### config.mk
export PLATFORM = sky130hd
export DESIGN_NAME = load_store_unit
export DESIGN_NICKNAME = d
export VERILOG_FILES = /design/src/rtl/load_store_unit.sv
export SDC_FILE = /design/constraint.sdc
export NUM_CORES = 1
export LEC_CHECK = 0
export CAP_MARGIN = 20
export CORE_ASPECT_RATIO = 0.75
export CORE_UTILIZATION = 40
export CTS_CLUSTER_SIZE = 14
export DETAILED_ROUTE_END_ITERATION = 16
export MAX_ROUTING_LAYER = met4
export PLACE_DENSITY_LB_ADDON = 0.05
export SLEW_MARGIN = 20
export SYNTH_ARGS = -nofsm -noshare
export SYNTH_HDL_FRONTEND = slang
export SYNTH_SLANG_ARGS = --single-unit
### constraint.sdc
create_clock -name clk -period 4.43 [get_ports clk]
set_input_delay 0.443 -clock clk [delete_from_list [all_inputs] [get_ports clk]]
set_output_delay 0.443 -clock clk [all_outputs]
set_load 0.02 [all_outputs]
### src/rtl/load_store_unit.sv
// Load/store sequencer: turns one RV32I load/store request into single-byte,
// little-endian memory accesses (one byte per cycle) and returns the
// sign- or zero-extended load result as a one-cycle response pulse.
module load_store_unit #(
  parameter int ADDRESS_WIDTH = 32,
  parameter int DATA_WIDTH    = 32
) (
  input  logic                     clk,
  input  logic                     rst,
  input  logic                     req_valid,
  output logic                     req_ready,
  input  logic                     req_we,
  input  logic [2:0]               req_funct3,
  input  logic [ADDRESS_WIDTH-1:0] req_addr,
  input  logic [DATA_WIDTH-1:0]    req_wdata,
  output logic                     resp_valid,
  output logic                     resp_err,
  output logic [DATA_WIDTH-1:0]    resp_rdata,
  output logic [ADDRESS_WIDTH-1:0] mem_addr,
  output logic [7:0]               mem_wd,
  output logic                     mem_we,
  input  logic [7:0]               mem_rd
);

  typedef enum logic [1:0] {IDLE, ACCESS, DONE} state_t;

  state_t                   state;
  state_t                   state_nxt;
  logic                     we_q;
  logic [2:0]               f3_q;
  logic [1:0]               idx_q;
  logic                     err_q;
  logic [ADDRESS_WIDTH-1:0] addr_q;
  logic [DATA_WIDTH-1:0]    wdata_q;
  logic [DATA_WIDTH-1:0]    acc_q;
  logic                     accept;

  // 011, 11x, and the unsigned encodings on a store have no meaning.
  function automatic logic illegal_f3(input logic we, input logic [2:0] f3);
    return (f3 == 3'b011) || (f3[2:1] == 2'b11) || (we && f3[2]);
  endfunction

  // Index of the final byte: B/BU -> 0, H/HU -> 1, W -> 3.
  function automatic logic [1:0] last_idx(input logic [2:0] f3);
    case (f3[1:0])
      2'b00:   return 2'd0;
      2'b01:   return 2'd1;
      default: return 2'd3;
    endcase
  endfunction

  // Widen the assembled bytes according to the load size and signedness.
  function automatic logic [DATA_WIDTH-1:0] extend(input logic [2:0] f3,
                                                   input logic [DATA_WIDTH-1:0] acc);
    case (f3)
      3'b000:  return {{(DATA_WIDTH-8){acc[7]}}, acc[7:0]};
      3'b001:  return {{(DATA_WIDTH-16){acc[15]}}, acc[15:0]};
      3'b100:  return {{(DATA_WIDTH-8){1'b0}}, acc[7:0]};
      3'b101:  return {{(DATA_WIDTH-16){1'b0}}, acc[15:0]};
      default: return acc;
    endcase
  endfunction

  assign accept = (state == IDLE) && req_valid;

  // State register.
  always_ff @(posedge clk) begin
    if (rst) state <= IDLE;
    else     state <= state_nxt;
  end

  // Next-state logic; an illegal request skips straight to the response.
  always_comb begin
    state_nxt = state;
    case (state)
      IDLE:    if (req_valid) state_nxt = illegal_f3(req_we, req_funct3) ? DONE : ACCESS;
      ACCESS:  if (idx_q == last_idx(f3_q)) state_nxt = DONE;
      DONE:    state_nxt = IDLE;
      default: state_nxt = IDLE;
    endcase
  end

  // Control registers: request kind, byte index and error flag.
  always_ff @(posedge clk) begin
    if (rst) begin
      we_q  <= 1'b0;
      f3_q  <= 3'b000;
      idx_q <= 2'd0;
      err_q <= 1'b0;
    end else if (accept) begin
      we_q  <= req_we;
      f3_q  <= req_funct3;
      idx_q <= 2'd0;
      err_q <= illegal_f3(req_we, req_funct3);
    end else if (state == ACCESS) begin
      idx_q <= idx_q + 2'd1;
    end
  end

  // Datapath registers: latched address/store data and the load accumulator.
  always_ff @(posedge clk) begin
    if (accept) begin
      addr_q  <= req_addr;
      wdata_q <= req_wdata;
      acc_q   <= '0;
    end else if ((state == ACCESS) && !we_q) begin
      acc_q[{idx_q, 3'b000} +: 8] <= mem_rd;
    end
  end

  // Outputs; everything is forced quiet while rst is high so a reset
  // mid-store stops further byte writes in the same cycle.
  always_comb begin
    req_ready  = (state == IDLE) && !rst;
    mem_addr   = '0;
    mem_we     = 1'b0;
    mem_wd     = 8'h00;
    resp_valid = 1'b0;
    resp_err   = 1'b0;
    resp_rdata = '0;
    if (!rst) begin
      if (state == ACCESS) begin
        mem_addr = addr_q + ADDRESS_WIDTH'(idx_q);
        mem_we   = we_q;
        mem_wd   = we_q ? wdata_q[{idx_q, 3'b000} +: 8] : 8'h00;
      end else if (state == DONE) begin
        resp_valid = 1'b1;
        resp_err   = err_q;
        resp_rdata = (err_q || we_q) ? '0 : extend(f3_q, acc_q);
      end
    end
  end

endmodule
* Word level (Yosys, flattened, before mapping)
Cells that the tools add are included.
** Word-level totals
- Flip-flop bits (word level) :: 105
- Latch bits :: 0
- Memory bits (writable) :: 0
- Bits in read-only memories :: 0
- Bits of input ports :: 79
- Output and inout bits :: 76
- Word-level logic and storage cells :: 64
- Memories kept :: 0
** Cells by class
- $add $sub $neg :: 3
- Multiply operators :: 0
- Divide/modulo/power cells :: 0
- Magnitude comparators :: 0
- Equal/unequal tests :: 11
- Shift operators :: 3
- Mux-type cells :: 25
- Bitwise logic cells :: 0
- Reduce and logical (&&, ||, !) cells :: 14
** Operator list (count)
- $mux W32 :: 6
- $pmux W32 S4 :: 1
- $add A32 B2 Y32 :: 1
- $bwmux W32 :: 1
- $shift A8 B7 Y32 const A :: 1
- $shiftx A32 B6 Y8 :: 1
- $shiftx A8 B7 Y32 :: 1
- $mux W8 :: 3
- $mux W1 :: 8
- $mux W2 :: 4
- $pmux W2 S2 :: 2
- $neg A5 Y7 :: 1
- $eq A3 B3 Y1 const B :: 2
- $eq A2 B1 Y1 const B :: 2
- $eq A2 B2 Y1 const B :: 2
- $logic_and A1 B1 Y1 :: 4
- $logic_not A2 Y1 :: 2
- $ne A2 B2 Y1 const B :: 2
- $eq A3 B1 Y1 const B :: 1
- $eq A3 B2 Y1 const B :: 1
- $logic_not A3 Y1 :: 1
- $logic_or A1 B1 Y1 :: 3
- $add A2 B1 Y2 const B :: 1
- $eq A2 B2 Y1 :: 1
- other kinds (3) :: 4

* Depth between registers and ports, before layout
Gate-level depths: netlist (run 1).
- Depth after elaboration :: 6
- Depth in mapped cells :: 8
- Mapped depth without buffers :: 6

* Worst setup path after synthesis (run 1)
Ideal clock, no wire load.
- Path kind :: input to register
- Start point :: input req_valid
- End point :: register addr_q[0] (enable)
- Arrival :: 2.670 ns
- Slack :: 1.307 ns
- Cell stages on the path :: 2
- Path through :: nor3b_1 -> clkbuf_1
** On the way
- Cells in the longest elaborated chain, start to end :: 1
** Ends and longest elaborated chain
- start, declared :: line 10 : input logic req_valid,
- $logic_and A1 B1 Y1 :: line 64 : assign accept = (state == IDLE) && req_valid;
- via accept :: line 36 : logic accept;
- end signal, assigned :: line 103 : addr_q <= req_addr;
- end, declared :: line 33 : logic [ADDRESS_WIDTH-1:0] addr_q;
The timed path passes the listed nets, and every way through them passes these cells.
A chain may end at the register's enable or synchronous reset.

* Worst setup path after layout (run 1)
- Start point :: register idx_q[0]
- End point :: output mem_addr[28]
** On the way
- Cells in the longest elaborated chain, start to end :: 3
** Ends and longest elaborated chain
- start, declared :: line 31 : logic [1:0] idx_q;
- start signal, assigned :: line 96 : idx_q <= idx_q + 2'd1;
- $add A32 B2 Y32 :: line 123 : mem_addr = addr_q + ADDRESS_WIDTH'(idx_q);
- $mux W32 :: line 122 : if (state == ACCESS) begin
- $mux W32 :: line 121 : if (!rst) begin
- end, declared :: line 19 : output logic [ADDRESS_WIDTH-1:0] mem_addr,
Every way passes these cells.

==> qor.yml, run 1 <==
grt:
  grt_pass1_vias: 4014
  grt_first_pass_wirelength_um: 20100
  grt_max_degree: 71
  antenna_found_initial: 0
  grt_overflow_total: 0
  track_usage: 0.205
critical_path:
  crit_path_start: "idx_q[0]"
  r2r_start: "idx_q[0]"
  rrSetupSlack_ns: 1.97
  required_ns: 3.99
  crit_end: "mem_addr[28]"
  critPathMaxFanout: 19
  r2r_end: "acc_q[13]"
  end_kind: "primary output"
  start_kind: "flip-flop"
  crit_type: "reg -> out"
  critPathArrivalTime_ns: 3.48
  reg2reg_depth: 6
layout:
  fillers: 1058
  layout-area-overhead-vs-synth_pct: 39.3
  fin_util: 0.570
  n_antenna_cell: 0
  finalNetCount: 723
  final_layout_size_suffix_gt1_frac: 0.0577
sta:
  finClkSkew_ns: 0.0102
  hold_viol_final: 0
  setup_slack_ns: 0.505
  worst_slew_pin_slew_ns: 1.04
  relSlewSlack: 0.306
  max_freq_mhz: 255
  period_share: 0.886
  finalSetupViolCount: 0
  rsz0062_at_grt: "false"
  slew_viol_final: 0
  setup-tns-final_ns: 0
  fin_crit_ns: 3.92
synthesis:
  syn_inst: 495
  syn_nets: 582
  ys_seq_area_frac: 0.547
  yosysWarnings: 0
  ys_seq_elements: 105
  syn_area_sq_mm: 0.00502
  syn_avg_cell_area_sq_um: 10.1
  synth_cell_type_count: 41
clocking:
  hold_buffers: 0
  root_buffer: "clkbuf_16"
  postCtsSetupRepairBufs: 0
  cts_resized: 0
  cts.sinks: 105
  tritoncts: "built"
  clk_latency_ns: 0.36
  cts_max_level: 3
  cts_buffers: 9
  clockBufferDepth: 2
  cts.clk_slew.worst_paths_ns: 0.07
drt:
  maxUsedRoutingLayer: "met4"
  wl_met2_um: 5690
  met3WireLength_um: 772
  finalWirelength_um: 12600
  vias: 4195
  drc: 0
  drtIter0Drc: 204
  wl_per_cell_um: 15.6
  met1Wirelength_um: 6030
  vias_per_cell: 5.20
  first_pass_iters: 4
  drtAntennaViolNets: 0
power_and_ir_drop:
  power_frac_comb: 0.113
  power.internal_mw: 1.62
  p_sw_mw: 0.545
  swShare: 0.251
  vdd_ir_drop_max_mv: 0.191
  power.share.clock: 0.358
  powerDensity_mw_per_mm2: 311
  total_power_mw: 2.17
  pwr-share-seq: 0.529
  power.leakage_nw: 2.31
die:
  dieArea_sq_mm: 0.0130
  core_sq_mm: 0.0123
  fp.dieW_um: 131
  rows: 35
  fp.dieH_um: 99.0
  ios: 155
  initial_utilization: 0.409
run_status:
  outcome: "finished clean"
place:
  numPortBuffers: 154
  pre_cts_ws_ns: 0.633
  gp_congestion: 0.791
  dpl.hpwl_um: 8750
hold_path:
  hp-class: "reg -> reg"
job:
  cap_violations: 0
state kept, by name, indices dropped and copies added, names as in the netlist:
name / flops
acc_q: 32
addr_q: 32
wdata_q: 32
f3_q: 3
idx_q: 2
state: 2
err_q: 1
we_q: 1
cell type report:
cell class | instances | area (sq um) | area share
sequential | 105 | 2740 | 0.393
multi-input combinational | 333 | 2060 | 0.295
timing repair buffer | 160 | 1590 | 0.227
clock buffer | 10 | 229 | 0.0328
tap | 166 | 208 | 0.0297
inverter | 27 | 101 | 0.0145
clock inverter | 6 | 56.3 | 0.00806
how the worst min path moves through the flow:
stage               depth (start not counted)         to       from
floorplan                                   2   acc_q[0]   acc_q[0]
global placement                            2   acc_q[6]   acc_q[6]
detailed placement                          2  acc_q[14]  acc_q[14]
CTS                                         2  acc_q[14]  acc_q[14]
global route                                2  acc_q[12]  acc_q[12]
finish                                      2  acc_q[12]  acc_q[12]
kinds of logic (layout without fill, tap and decap cells):
group	after synthesis	after routing	synth area share
compound gates	114	114	0.122
xor+xnor	11	11	0.0192
fa+ha+maj	8	8	0.0215
buf+inv	57	203	0.0437
flops	105	105	0.547
mux	14	14	0.0479
simple gates	186	186	0.199
cell usage after synthesis:
library cell | count | area share
buf_2 | 4 | 0.0040
and3_1 | 10 | 0.012
nand4_1 | 6 | 0.0075
nor3_1 | 4 | 0.0040
nor3_2 | 1 | 0.0020
dfxtp_1 | 41 | 0.16
mux2i_1 | 6 | 0.012
and3b_1 | 1 | 0.0017
a21oi_1 | 80 | 0.080
nand3b_1 | 1 | 0.0015
or4b_1 | 1 | 0.0020
o21bai_1 | 1 | 0.0015
nor2b_1 | 2 | 0.0025
or4b_2 | 2 | 0.0040
or2_2 | 1 | 0.0012
a22oi_1 | 1 | 0.0015
o21ai_1 | 1 | 0.0010
o211a_1 | 1 | 0.0020
and2_1 | 14 | 0.017
nand4_2 | 1 | 0.0025
o21ai_0 | 18 | 0.018
clkbuf_1 | 23 | 0.017
or3b_2 | 1 | 0.0017
xor2_1 | 4 | 0.0070
xnor2_1 | 7 | 0.012
nand3_1 | 41 | 0.041
nand2_1 | 47 | 0.035
nor4_1 | 2 | 0.0025
nor3b_1 | 6 | 0.0090
or3_1 | 10 | 0.012
edfxtp_1 | 64 | 0.38
buf_1 | 3 | 0.0022
and4_1 | 4 | 0.0070
o31ai_1 | 11 | 0.016
o311ai_0 | 1 | 0.0017
fa_1 | 1 | 0.0040
ha_1 | 7 | 0.017
mux4_2 | 8 | 0.036
inv_1 | 27 | 0.020
nor2_1 | 20 | 0.015
or4_1 | 11 | 0.016
cells in the final DEF (no fill, tap or decap), types with 5 or more instances in the layout:
cell type / Yosys / routed
or4_1: 11 / 11
dfxtp_1: 41 / 41
and3_1: 10 / 10
nand4_1: 6 / 6
and2_1: 14 / 14
inv_1: 27 / 27
buf_4: 0 / 6
mux2i_1: 6 / 6
nand3_1: 41 / 41
mux4_2: 8 / 8
xnor2_1: 7 / 7
nor2_1: 20 / 20
ha_1: 7 / 7
a21oi_1: 80 / 80
nand2_1: 47 / 47
clkdlybuf4s50_1: 0 / 154
o21ai_0: 18 / 18
or3_1: 10 / 10
clkbuf_16: 0 / 9
edfxtp_1: 64 / 64
nor3b_1: 6 / 5
o31ai_1: 11 / 11
worst max-delay path, cell delays in order, from the launching register on:
cell and delay (ns):
dfxtp_1 0.34, ha_1 0.19, fa_1 0.24, and4_1 0.25
or4b_1 0.74, or4_1 0.56, a21oi_1 0.16, clkdlybuf4s50_1 0.64
power groups by stage:
| stage | clock, mW | combinational [mW] | sequential [mW] |
|---|---|---|---|
| finish | 0.776 | 0.245 | 1.15 |
| global route | 0.846 | 0.266 | 1.16 |
| CTS | 0.802 | 0.246 | 1.15 |
| detailed placement | 0 | 0.245 | 1.17 |
| global placement | 0 | 0.242 | 1.17 |
| floorplan | 0 | 0.127 | 1.15 |
routing by layer:
metal	track usage	up-vias
li1	-	2090
met1	0.267	1982
met2	0.313	108
met3	0.0622	15
met4	0.0501	0
met5	-	-
stage by stage:
step           std cells  hold slack [ns]  area [sq um]
6_report             807            0.453          6990
4_1_cts              807            0.451          6980
3_5_place_dp         791            0.441          6700
5_1_grt              807            0.479          6990
2_1_floorplan        495            0.427          5020
3_3_place_gp         791            0.435          6700
Note: power is estimated with default switching activity, not from simulation.
==> run 2: changes to the inputs <==
Settings changed: CTS_BUF_LIST from default to sky130_fd_sc_hd__clkbuf_2.
==> qor.yml, run 2 (same netlist as run 1, synthesis figures left out) <==
sta:
  period_share: 0.932  # +0.0462
  fin_crit_ns: 4.13  # +0.205 ns
  whs_ns: 0.345  # -0.108 ns
  relSlewSlack: 0.324  # +0.0183
  slew_viol_final: 0  # unchanged
  setup-tns-final_ns: 0  # unchanged
  worst_slew_pin_slew_ns: 1.01  # -0.0274 ns
  rsz0062_at_grt: "false"
  setup_slack_ns: 0.301  # -0.205 ns
  max_freq_mhz: 242  # -5.0%
  finClkSkew_ns: 0.0370  # +0.0269 ns
  hold_viol_final: 0  # unchanged
  finalSetupViolCount: 0  # unchanged
run_status:
  outcome: "finished clean"
clocking:
  cts.sinks: 105  # unchanged
  cts_buffers: 9  # unchanged
  clockBufferDepth: 2  # unchanged
  tritoncts: "built"
  cts.clk_slew.worst_paths_ns: 0.32  # +0.25 ns
  clk_latency_ns: 0.60  # +0.24 ns
  root_buffer: "clkbuf_2"
  cts_max_level: 3  # unchanged
power_and_ir_drop:
  vdd_ir_drop_max_mv: 0.120  # -37%
  power.share.clock: 0.237  # -0.121
  pwr-share-seq: 0.629  # +0.100
  swShare: 0.277  # +0.0259
  p_sw_mw: 0.507  # -7.0%
  power_frac_comb: 0.134  # +0.021
  power.internal_mw: 1.32  # -19%
  power.leakage_nw: 2.24  # -3.0%
  powerDensity_mw_per_mm2: 269  # -14%
die:
  fp.dieW_um: 131  # unchanged
  core_sq_mm: 0.0123  # unchanged
  ios: 155  # unchanged
  fp.dieH_um: 99.0  # unchanged
  rows: 35  # unchanged
  initial_utilization: 0.409  # unchanged
  dieArea_sq_mm: 0.0130  # unchanged
critical_path:
  required_ns: 3.99  # about the same
  crit_type: "reg -> out"
  reg2reg_depth: 6  # unchanged
  end_kind: "primary output"
  critPathArrivalTime_ns: 3.69  # +0.21 ns
  critPathMaxFanout: 18  # -1
  start_kind: "flip-flop"
grt:
  grt_overflow_total: 0  # unchanged
  track_usage: 0.203  # -0.00246
  grt_first_pass_wirelength_um: 20100  # -0.21%
  grt_pass1_vias: 4014  # unchanged
  antenna_found_initial: 0  # unchanged
  grt_max_degree: 71  # unchanged
layout:
  reg_top3: "acc_q (32), addr_q (32), wdata_q (32)"
  fillers: 1075  # +1.6%
  fin_util: 0.556  # -0.0143
  fin_area_sq_mm: 0.00681  # -2.5%
  layout_common_cells: "clkdlybuf4s50_1 (154), a21oi_1 (80), edfxtp_1 (64)"
  layout-area-overhead-vs-synth_pct: 35.8
  finalNetCount: 723  # unchanged
  final_common_cell: "clkdlybuf4s50_1"
  n_antenna_cell: 0  # unchanged
  final_layout_size_suffix_gt1_frac: 0.0608  # +0.00312
drt:
  first_pass_iters: 4  # unchanged
  maxUsedRoutingLayer: "met4"
  finalWirelength_um: 12600  # -0.21%
  drc: 0  # unchanged
  drtAntennaViolNets: 0  # unchanged
  met3WireLength_um: 784  # +1.6%
  vias: 4187  # -0.19%
  wl_met2_um: 5810  # +2.0%
  met1Wirelength_um: 5900  # -2.1%
  wl_per_cell_um: 15.6  # -0.21%
  drtIter0Drc: 227  # +11%
  vias_per_cell: 5.19  # -0.19%
place:
  gp_congestion: 0.791  # unchanged
  dpl.hpwl_um: 8750  # unchanged
  postPlaceCellArea_sq_mm: 0.00670  # unchanged
  pre_cts_ws_ns: 0.633  # unchanged
  numPortBuffers: 154  # unchanged
hold_path:
  hp-class: "in -> reg"
  worstHoldPathCells: 1  # -1
job:
  cap_violations: 0  # unchanged
run 2: layout make-up:
type                            count  area (sq um)  share of cell area
Clock buffer                       10          50.0             0.00735
Clock inverter                      6          56.3             0.00827
Inverter                           27           101              0.0149
Multi-Input combinational cell    333          2070               0.303
Sequential cell                   105          2740               0.403
Tap cell                          166           208              0.0305
Timing Repair Buffer              160          1590               0.233
run 2: what timing repair did:
action,CTS,global route
buffers inserted,0,0
resized for setup,0,1
hold buffers,0,0
endpoints found under the setup margin,0,3
run 2: power by group through the flow:
stage               clock (mW)  sequential, mW  combinational (mW)
floorplan                    0            1.15               0.127
global placement             0            1.17               0.242
detailed placement           0            1.17               0.245
CTS                      0.460            1.15               0.246
global route             0.499            1.16               0.266
finish                   0.434            1.15               0.245
run 2: worst max-delay path, stage by stage (launching register included):
cell	delay (ns)
edfxtp_1	0.49
ha_1	0.30
a21oi_1	0.06
buf_4	0.16
or4_1	0.75
or4_1	0.56
a21oi_1	0.16
clkdlybuf4s50_1	0.65
run 2: worst paths after layout:
path                                     end  slack, ns     startpoint
worst max-delay path            mem_addr[31]       0.30      addr_q[1]
worst min-delay path             wdata_q[21]       0.35  req_wdata[21]
worst max register to register     acc_q[13]       1.92       idx_q[0]
worst min register to register      acc_q[8]       0.47       acc_q[8]
run 2: stage by stage:
stage	total power [mW]	std cells
CTS	1.86	807
global route	1.92	807
global placement	1.41	791
finish	1.83	807
detailed placement	1.42	791
floorplan	1.28	495
run 2: routing by layer:
metal  up-vias  track usage
met1      1975        0.265
met3         5       0.0504
met4         0       0.0492
li1       2090            -
met2       117        0.316
met5         -            -
==> run 3: changes to the inputs <==
Settings changed: TNS_END_PERCENT from default to 30.
==> results of run 3 <==
The final DEF is identical to that of run 2; final timing and power are the same.
